## src/rtl/vga_sync_if.sv

```systemverilog
// Connector-side bundle of the raster generator: raster coordinates out to the
// renderer, colour back in, and the sync/colour lines to the VGA connector.
interface vga_sync_if;
  logic [11:0] rgb_in;
  logic [9:0]  col;
  logic [9:0]  row;
  logic        visible;
  logic        pix_en;
  logic        frame_tick;
  logic        hs;
  logic        vs;
  logic [3:0]  r;
  logic [3:0]  g;
  logic [3:0]  b;

  modport master (
    input  rgb_in,
    output col, row, visible, pix_en, frame_tick, hs, vs, r, g, b
  );

  modport slave (
    output rgb_in,
    input  col, row, visible, pix_en, frame_tick, hs, vs, r, g, b
  );
endinterface

```

## src/rtl/vga_sync.sv

```systemverilog
// 640x480@60 raster generator: pixel divider, col/row counters, sync decode and
// a PIPE-deep delay line that aligns hs/vs/blanking with the renderer's colour.
module vga_sync #(
  parameter int H_VISIBLE = 640,
  parameter int H_FRONT   = 16,
  parameter int H_SYNC    = 96,
  parameter int H_BACK    = 48,
  parameter int V_VISIBLE = 480,
  parameter int V_FRONT   = 10,
  parameter int V_SYNC    = 2,
  parameter int V_BACK    = 33,
  parameter int PIX_DIV   = 4,
  parameter int PIPE      = 1
) (
  input  logic       clk,
  input  logic       rst,
  vga_sync_if.master vga
);
  localparam int H_TOTAL = H_VISIBLE + H_FRONT + H_SYNC + H_BACK;
  localparam int V_TOTAL = V_VISIBLE + V_FRONT + V_SYNC + V_BACK;

  localparam logic [9:0] H_LAST     = 10'(H_TOTAL - 1);
  localparam logic [9:0] V_LAST     = 10'(V_TOTAL - 1);
  localparam logic [9:0] H_VIS      = 10'(H_VISIBLE);
  localparam logic [9:0] V_VIS      = 10'(V_VISIBLE);
  localparam logic [9:0] V_VIS_LAST = 10'(V_VISIBLE - 1);
  localparam logic [9:0] HS_BEG     = 10'(H_VISIBLE + H_FRONT);
  localparam logic [9:0] HS_END     = 10'(H_VISIBLE + H_FRONT + H_SYNC);
  localparam logic [9:0] VS_BEG     = 10'(V_VISIBLE + V_FRONT);
  localparam logic [9:0] VS_END     = 10'(V_VISIBLE + V_FRONT + V_SYNC);
  localparam logic [3:0] DIV_LAST   = 4'(PIX_DIV - 1);

  logic [3:0]      div_q, div_d;
  logic            pix_en_q, pix_en_d;
  logic [9:0]      col_q, col_d;
  logic [9:0]      row_q, row_d;
  logic            frame_tick_q, frame_tick_d;
  logic            de_raw, hs_raw, vs_raw;
  logic [PIPE-1:0] de_pipe_q, de_pipe_d;
  logic [PIPE-1:0] hs_pipe_q, hs_pipe_d;
  logic [PIPE-1:0] vs_pipe_q, vs_pipe_d;
  logic [11:0]     rgb_q, rgb_d;

  always_comb begin
    div_d        = (div_q == DIV_LAST) ? 4'd0 : div_q + 4'd1;
    pix_en_d     = (div_q == DIV_LAST);
    col_d        = col_q;
    row_d        = row_q;
    de_pipe_d    = de_pipe_q;
    hs_pipe_d    = hs_pipe_q;
    vs_pipe_d    = vs_pipe_q;
    rgb_d        = rgb_q;

    de_raw = (col_q < H_VIS) && (row_q < V_VIS);
    hs_raw = !((col_q >= HS_BEG) && (col_q < HS_END));
    vs_raw = !((row_q >= VS_BEG) && (row_q < VS_END));

    // Registered one cycle ahead so the tick lands on the same clk as the
    // pix_en that moves the raster from the last visible line into blanking.
    frame_tick_d = (div_q == DIV_LAST) && (col_q == H_LAST) && (row_q == V_VIS_LAST);

    if (pix_en_q) begin
      if (col_q == H_LAST) begin
        col_d = 10'd0;
        row_d = (row_q == V_LAST) ? 10'd0 : row_q + 10'd1;
      end else begin
        col_d = col_q + 10'd1;
      end
      de_pipe_d = PIPE'({de_pipe_q, de_raw});
      hs_pipe_d = PIPE'({hs_pipe_q, hs_raw});
      vs_pipe_d = PIPE'({vs_pipe_q, vs_raw});
      // Colour arriving now belongs to the pixel entering the last delay stage.
      rgb_d = de_pipe_d[PIPE-1] ? vga.rgb_in : 12'h000;
    end
  end

  always_ff @(posedge clk or negedge rst) begin
    if (!rst) begin
      div_q        <= 4'd0;
      pix_en_q     <= 1'b0;
      col_q        <= 10'd0;
      row_q        <= 10'd0;
      frame_tick_q <= 1'b0;
      de_pipe_q    <= '0;
      hs_pipe_q    <= '1;
      vs_pipe_q    <= '1;
      rgb_q        <= 12'h000;
    end else begin
      div_q        <= div_d;
      pix_en_q     <= pix_en_d;
      col_q        <= col_d;
      row_q        <= row_d;
      frame_tick_q <= frame_tick_d;
      de_pipe_q    <= de_pipe_d;
      hs_pipe_q    <= hs_pipe_d;
      vs_pipe_q    <= vs_pipe_d;
      rgb_q        <= rgb_d;
    end
  end

  assign vga.col        = col_q;
  assign vga.row        = row_q;
  assign vga.visible    = de_raw;
  assign vga.pix_en     = pix_en_q;
  assign vga.frame_tick = frame_tick_q;
  assign vga.hs         = hs_pipe_q[PIPE-1];
  assign vga.vs         = vs_pipe_q[PIPE-1];
  assign vga.r          = rgb_q[11:8];
  assign vga.g          = rgb_q[7:4];
  assign vga.b          = rgb_q[3:0];
endmodule

```

## src/flat_wrapper.sv

```systemverilog
// flat-port wrapper written by rule: the top's interface ports become plain ports
module vga_sync_flat 
#(
  parameter int H_VISIBLE = 640,
  parameter int H_FRONT   = 16,
  parameter int H_SYNC    = 96,
  parameter int H_BACK    = 48,
  parameter int V_VISIBLE = 480,
  parameter int V_FRONT   = 10,
  parameter int V_SYNC    = 2,
  parameter int V_BACK    = 33,
  parameter int PIX_DIV   = 4,
  parameter int PIPE      = 1
)
  (clk, rst, vga_rgb_in, vga_col, vga_row, vga_visible, vga_pix_en, vga_frame_tick, vga_hs, vga_vs, vga_r, vga_g, vga_b);
  vga_sync_if vga_i ();
  input  logic clk;
  input  logic rst;
  input wire logic [$bits(vga_i.rgb_in)-1:0] vga_rgb_in;
  output wire logic [$bits(vga_i.col)-1:0] vga_col;
  output wire logic [$bits(vga_i.row)-1:0] vga_row;
  output wire logic [$bits(vga_i.visible)-1:0] vga_visible;
  output wire logic [$bits(vga_i.pix_en)-1:0] vga_pix_en;
  output wire logic [$bits(vga_i.frame_tick)-1:0] vga_frame_tick;
  output wire logic [$bits(vga_i.hs)-1:0] vga_hs;
  output wire logic [$bits(vga_i.vs)-1:0] vga_vs;
  output wire logic [$bits(vga_i.r)-1:0] vga_r;
  output wire logic [$bits(vga_i.g)-1:0] vga_g;
  output wire logic [$bits(vga_i.b)-1:0] vga_b;
  assign vga_i.rgb_in = vga_rgb_in;
  assign vga_col = vga_i.col;
  assign vga_row = vga_i.row;
  assign vga_visible = vga_i.visible;
  assign vga_pix_en = vga_i.pix_en;
  assign vga_frame_tick = vga_i.frame_tick;
  assign vga_hs = vga_i.hs;
  assign vga_vs = vga_i.vs;
  assign vga_r = vga_i.r;
  assign vga_g = vga_i.g;
  assign vga_b = vga_i.b;
  vga_sync #(.H_VISIBLE(H_VISIBLE), .H_FRONT(H_FRONT), .H_SYNC(H_SYNC), .H_BACK(H_BACK), .V_VISIBLE(V_VISIBLE), .V_FRONT(V_FRONT), .V_SYNC(V_SYNC), .V_BACK(V_BACK), .PIX_DIV(PIX_DIV), .PIPE(PIPE)) u_core (.clk(clk), .rst(rst), .vga(vga_i));
endmodule
```

## config.mk

```make
export PLATFORM = sky130hd
export DESIGN_NAME = vga_sync_flat
export DESIGN_NICKNAME = d
export VERILOG_FILES = /design/src/rtl/vga_sync_if.sv /design/src/rtl/vga_sync.sv /design/src/flat_wrapper.sv
export SDC_FILE = /design/constraint.sdc
export NUM_CORES = 1
export LEC_CHECK = 0
export BUFFER_PORTS_ARGS = -buffer_cell sky130_fd_sc_hd__clkbuf_2
export CORE_MARGIN = 3
export CORE_UTILIZATION = 40
export DETAILED_ROUTE_END_ITERATION = 8
export PLACE_DENSITY = 0.72
export SETUP_SLACK_MARGIN = 0.02
export SLEW_MARGIN = 15
export SYNTH_ARGS = -nofsm -noshare
export SYNTH_HDL_FRONTEND = slang
export SYNTH_SLANG_ARGS = --single-unit
```

## constraint.sdc

```tcl
create_clock -name clk -period 3.59 [get_ports clk]
set_input_delay 0.718 -clock clk [delete_from_list [all_inputs] [get_ports clk]]
set_output_delay 0.718 -clock clk [all_outputs]
set_load 0.005 [all_outputs]
```

==> report_table.html <==
<table>
<tr><th>Metric</th><th>Value</th></tr>
<tr><th colspan="2">Clock tree</th></tr>
<tr><td>H-tree levels</td><td>2</td></tr>
<tr><td>Root buffer cell</td><td>clkbuf_8</td></tr>
<tr><td>Number of sinks on the clock net</td><td>40</td></tr>
<tr><td>Clock tree from TritonCTS</td><td>done</td></tr>
<tr><td>Post-CTS setup buffer count</td><td>0</td></tr>
<tr><td>Hold-fix buffers at CTS</td><td>0</td></tr>
<tr><td>Clock insertion delay at the later pin of the skew report</td><td>0.29 ns</td></tr>
<tr><td>Deepest clock path buffer count</td><td>2</td></tr>
<tr><td>Quantity of gates resized following cts</td><td>0</td></tr>
<tr><td>TritonCTS Buffers</td><td>5</td></tr>
<tr><td>Reg clk slew, reported paths</td><td>~0.080 ns</td></tr>
<tr><th colspan="2">Synth</th></tr>
<tr><td>Yosys cell types</td><td>38</td></tr>
<tr><td>Compound-gate portion of the synthesized area</td><td>0.106</td></tr>
<tr><td>Top cell type by total area after synthesis</td><td>dfrtp_1</td></tr>
<tr><td>Average footprint of a synthesized cell</td><td>10.1 um2</td></tr>
<tr><td>Area contributors post-synth</td><td>dfrtp_1, o22ai_1, nand2_1</td></tr>
<tr><td>Dominant combinational cell family by area after synthesis</td><td>simple AND/OR/NAND/NOR gates</td></tr>
<tr><td>Prevailing post-synth register cell</td><td>dfrtp_1</td></tr>
<tr><td>Synthesized netlist net count</td><td>~210</td></tr>
<tr><td>Fraction of synthesized cell area taken by the top area cell type</td><td>0.508</td></tr>
<tr><td>Fraction of the mapped netlist area in adder cells</td><td>0.0334</td></tr>
<tr><td>Area of the mapped netlist</td><td>about 0.0019 mm2</td></tr>
<tr><td>Synth async-reset ratio</td><td>1.00</td></tr>
<tr><td>Parity-gate share of the synthesized area counting xor and xnor cells</td><td>0.0468</td></tr>
<tr><td>Post-synthesis instance total</td><td>186</td></tr>
<tr><td>Simple-gate area share of the yosys netlist</td><td>0.215</td></tr>
<tr><td>Multiplexer fraction of the synthesized cell area</td><td>0.0114</td></tr>
<tr><td>Post-synth EDFFs</td><td>0</td></tr>
<tr><td>Post-synthesis register bit count</td><td>40</td></tr>
<tr><td>Portion of the post-synthesis area used by sequential elements</td><td>0.536</td></tr>
<tr><td>Yosys Warn Count</td><td>0</td></tr>
<tr><th colspan="2">Timing</th></tr>
<tr><td>Minimum clock period after layout</td><td>roughly 2.3 ns</td></tr>
<tr><td>Max Freq</td><td>427 MHz</td></tr>
<tr><td>Accumulated negative setup slack</td><td>0 ns</td></tr>
<tr><td>Worst max-slew margin expressed relative to the limit</td><td>0.346</td></tr>
<tr><td>Final hold violations</td><td>0</td></tr>
<tr><td>Final count of pins violating max slew</td><td>0</td></tr>
<tr><td>Transition time of the tightest slew-check pin</td><td>0.981 ns</td></tr>
<tr><td>Number of endpoints failing setup at the final stage</td><td>0</td></tr>
<tr><td>Worst clock skew on the final layout</td><td>roughly 0.0045 ns</td></tr>
<tr><td>Post-route fraction of the period consumed by the critical path</td><td>0.652</td></tr>
<tr><td>Setup repair after global routing missed its margin</td><td>false</td></tr>
<tr><th colspan="2">Worst setup path</th></tr>
<tr><td>Crit-path max cell delay</td><td>roughly 0.44 ns</td></tr>
<tr><td>CP Max Fanout</td><td>13</td></tr>
<tr><td>CP max-delay cell</td><td>dfrtp_1</td></tr>
<tr><td>Category of the worst setup path capture point</td><td>output pin</td></tr>
<tr><td>Reg-to-reg setup timing slack</td><td>1.79 ns</td></tr>
<tr><td>Top Family by Delay on Critical Path</td><td>flip-flops</td></tr>
<tr><td>Critical path, cell by cell</td><td>o21ai_0 &gt; nand3b_1 &gt; inv_1 &gt; clkbuf_2</td></tr>
<tr><td>Endpoint required time on the critical path</td><td>between 2 and 3 ns</td></tr>
<tr><td>Launch point of the worst reg-to-reg path</td><td>u_core.vga.col[0]</td></tr>
<tr><td>Register-to-Register Path Depth</td><td>5</td></tr>
<tr><td>Buffers &amp; Inverters on Critical Path</td><td>2</td></tr>
<tr><td>Startpoint type of the worst setup path</td><td>flop</td></tr>
<tr><td>Critical R2R Capture</td><td>u_core.vga.row[5]</td></tr>
<tr><td>Endpoint arrival time on the critical path</td><td>1.62 ns</td></tr>
<tr><td>Critical path start-end classification</td><td>reg2out</td></tr>
<tr><th colspan="2">Power</th></tr>
<tr><td>Net switching power figure</td><td>0.000176 W</td></tr>
<tr><td>Sw frac</td><td>0.206</td></tr>
<tr><td>Share of power burned in the clock network</td><td>0.424</td></tr>
<tr><td>Portion of total power attributed to sequential cells</td><td>0.540</td></tr>
<tr><td>Power density of the placed cells</td><td>374 mW/mm2</td></tr>
<tr><td>Combinational share of power</td><td>0.035</td></tr>
<tr><td>Int Power</td><td>0.000677 W</td></tr>
<tr><td>Static Leak</td><td>1.13 nW</td></tr>
<tr><td>Worst-case vdd ir drop</td><td>0.192 mV</td></tr>
<tr><th colspan="2">Detailed routing</th></tr>
<tr><td>Antenna-violating nets left</td><td>0</td></tr>
<tr><td>DRC Markers</td><td>0</td></tr>
<tr><td>Sum of routed wire length over all layers</td><td>approximately 4 mm</td></tr>
<tr><td>First drt pass iteration count</td><td>4</td></tr>
<tr><td>Violation count after the first detailed-routing iteration</td><td>70</td></tr>
<tr><td>Routed len/inst</td><td>13.8 um</td></tr>
<tr><td>Vias per std cell</td><td>about 5</td></tr>
<tr><td>Overall via count from detail_route</td><td>about 1500</td></tr>
<tr><th colspan="2">Placement</th></tr>
<tr><td>Quantity of I/O buffers inserted on ports</td><td>50</td></tr>
<tr><td>Instance area after placement</td><td>0.00217 mm2</td></tr>
<tr><td>Weighted congestion at the end of routability-driven global placement</td><td>0.947</td></tr>
<tr><td>Total half-perimeter wirelength after legalization and detailed placement</td><td>2.86 mm</td></tr>
<tr><th colspan="2">Finish</th></tr>
<tr><td>Layout cells sized above 1</td><td>0.264</td></tr>
<tr><td>Most common library cell in the layout ignoring fill and taps</td><td>clkbuf_2</td></tr>
<tr><td>Area of all placed cells without fillers</td><td>between 0.002 and 0.0025 mm2</td></tr>
<tr><td>Number of nets in the finished design</td><td>257</td></tr>
<tr><td>Top library cells by usage in the layout, fill and taps aside</td><td>clkbuf_2, dfrtp_1, nand2_1</td></tr>
<tr><td>Diode count</td><td>0</td></tr>
<tr><td>Relative area change from synthesis to final layout</td><td>21.7%</td></tr>
<tr><th colspan="2">Global routing</th></tr>
<tr><td>Residual overflow from global routing</td><td>0</td></tr>
<tr><td>Global-route usage over all layers</td><td>0.149</td></tr>
<tr><td>First-pass GRT wire length</td><td>about 6.3 mm</td></tr>
<tr><td>Number of antenna violations at the first check in global routing</td><td>0</td></tr>
<tr><td>Vias in the first global route</td><td>between 1000 and 1500</td></tr>
<tr><td>Largest net degree at the start of global routing</td><td>43</td></tr>
<tr><th colspan="2">Hold path</th></tr>
<tr><td>Source of the worst hold timing path</td><td>u_core.div_q[0]</td></tr>
<tr><td>Worst hold endpoint</td><td>u_core.div_q[0]</td></tr>
<tr><td>Worst Hold Class</td><td>reg2reg</td></tr>
<tr><td>Depth of the worst hold-timing path</td><td>1</td></tr>
<tr><th colspan="2">Floorplanning</th></tr>
<tr><td>Vertical die dimension</td><td>74.4 um</td></tr>
<tr><td>Initial standard-cell utilization of the core</td><td>0.421</td></tr>
<tr><td>Core box area</td><td>approximately 0.0044 mm2</td></tr>
<tr><td>Width of the die</td><td>74.4 um</td></tr>
<tr><td>I/O pin cnt</td><td>51</td></tr>
<tr><td>Floorplan die area</td><td>approximately 0.0055 mm2</td></tr>
<tr><td>Site Rows</td><td>24</td></tr>
<tr><th colspan="2">Status</th></tr>
<tr><td>Result of the run</td><td>finished clean</td></tr>
<tr><th colspan="2">Flow run</th></tr>
<tr><td>Count of maximum capacitance violations</td><td>0</td></tr>
</table>
routing by layer:
layer | wire (um) | GRT usage | vias to the layer above
met3 | 350 | 0.0568 | 8
met2 | 1680 | 0.216 | 53
met5 | 0 | 0 | -
li1 | - | - | 754
met1 | 1920 | 0.207 | 684
met4 | 55 | 0.0435 | 0
worst reg2reg max path: stages, from the launching register on:
cell	delay, ns
dfrtp_1	0.39
ha_1	0.18
and3_1	0.32
and4_1	0.42
o21ai_0	0.14
a22o_1	0.25
synthesized netlist by cell type, types with 2 or more instances:
master,count
a22o_1,3
and2_1,2
nand3_1,7
nand4_1,5
nor3b_1,2
xnor2_1,8
clkbuf_1,4
nand2_1,21
a21oi_1,2
dfstp_2,2
nor3_1,4
inv_1,19
ha_1,5
dfrtp_1,38
nor2_1,10
and4_1,2
a21o_1,2
xor2_1,2
o22ai_1,13
o21ai_0,10
and3_1,7
nor4bb_1,2
how the worst max path moves through the flow:
stage                   to         startpoint  depth (start not counted)  slack (ns)
6_report       vga_visible  u_core.vga.col[8]                          4        1.25
5_1_grt        vga_visible  u_core.vga.col[8]                          4        1.11
4_1_cts        vga_visible  u_core.vga.col[8]                          4        1.23
3_5_place_dp   vga_visible  u_core.vga.col[8]                          4        1.56
3_3_place_gp   vga_visible  u_core.vga.col[8]                          4        1.59
2_1_floorplan  vga_visible  u_core.vga.row[5]                          4        1.75
final cells by class:
type / instances / area [um2]
timing repair buffer: 51 / 258
fill: 428 / 2170
tap: 52 / 65.1
inverter: 19 / 71.3
multi-input combinational: 121 / 772
clock inverter: 2 / 35.0
sequential: 40 / 1000
clock buffer: 6 / 72.6
metrics by stage:
step	hold slack [ns]	total power (W)	instances	setup slack, ns	util
2_1_floorplan	0.422	0.000476	186	1.75	-
3_3_place_gp	0.453	0.000500	283	1.59	0.488
3_5_place_dp	0.453	0.000501	283	1.56	0.488
4_1_cts	0.464	0.000862	291	1.23	0.512
5_1_grt	0.481	0.000892	291	1.11	0.512
6_report	0.466	0.000853	291	1.25	0.512
cells by family after synthesis:
logic type,after synthesis
DFF,40
AOI/OAI and AO/OA,32
and+or+nand+nor,72
adders and majority gates,5
buffers and inverters,25
muxes,2
xor gates and xnor gates,10
power groups by stage:
stage / Combinational [W] / Sequential, W / Clock (W)
2_1_floorplan: 0.00000626 / 0.000470 / 0
3_3_place_gp: 0.0000307 / 0.000469 / 0
3_5_place_dp: 0.0000313 / 0.000470 / 0
4_1_cts: 0.0000314 / 0.000461 / 0.000370
5_1_grt: 0.0000349 / 0.000462 / 0.000396
6_report: 0.0000302 / 0.000461 / 0.000362
flip-flops by register name (all words and copies together), names as in the netlist:
name,cells
u_core.rgb_q,12
u_core.vga.col,10
u_core.vga.row,10
u_core.div_q,4
u_core.vga.frame_tick,1
u_core.vga.hs,1
u_core.vga.pix_en,1
u_core.vga.vs,1
No activity file was read; power rests on OpenSTA's default activity.
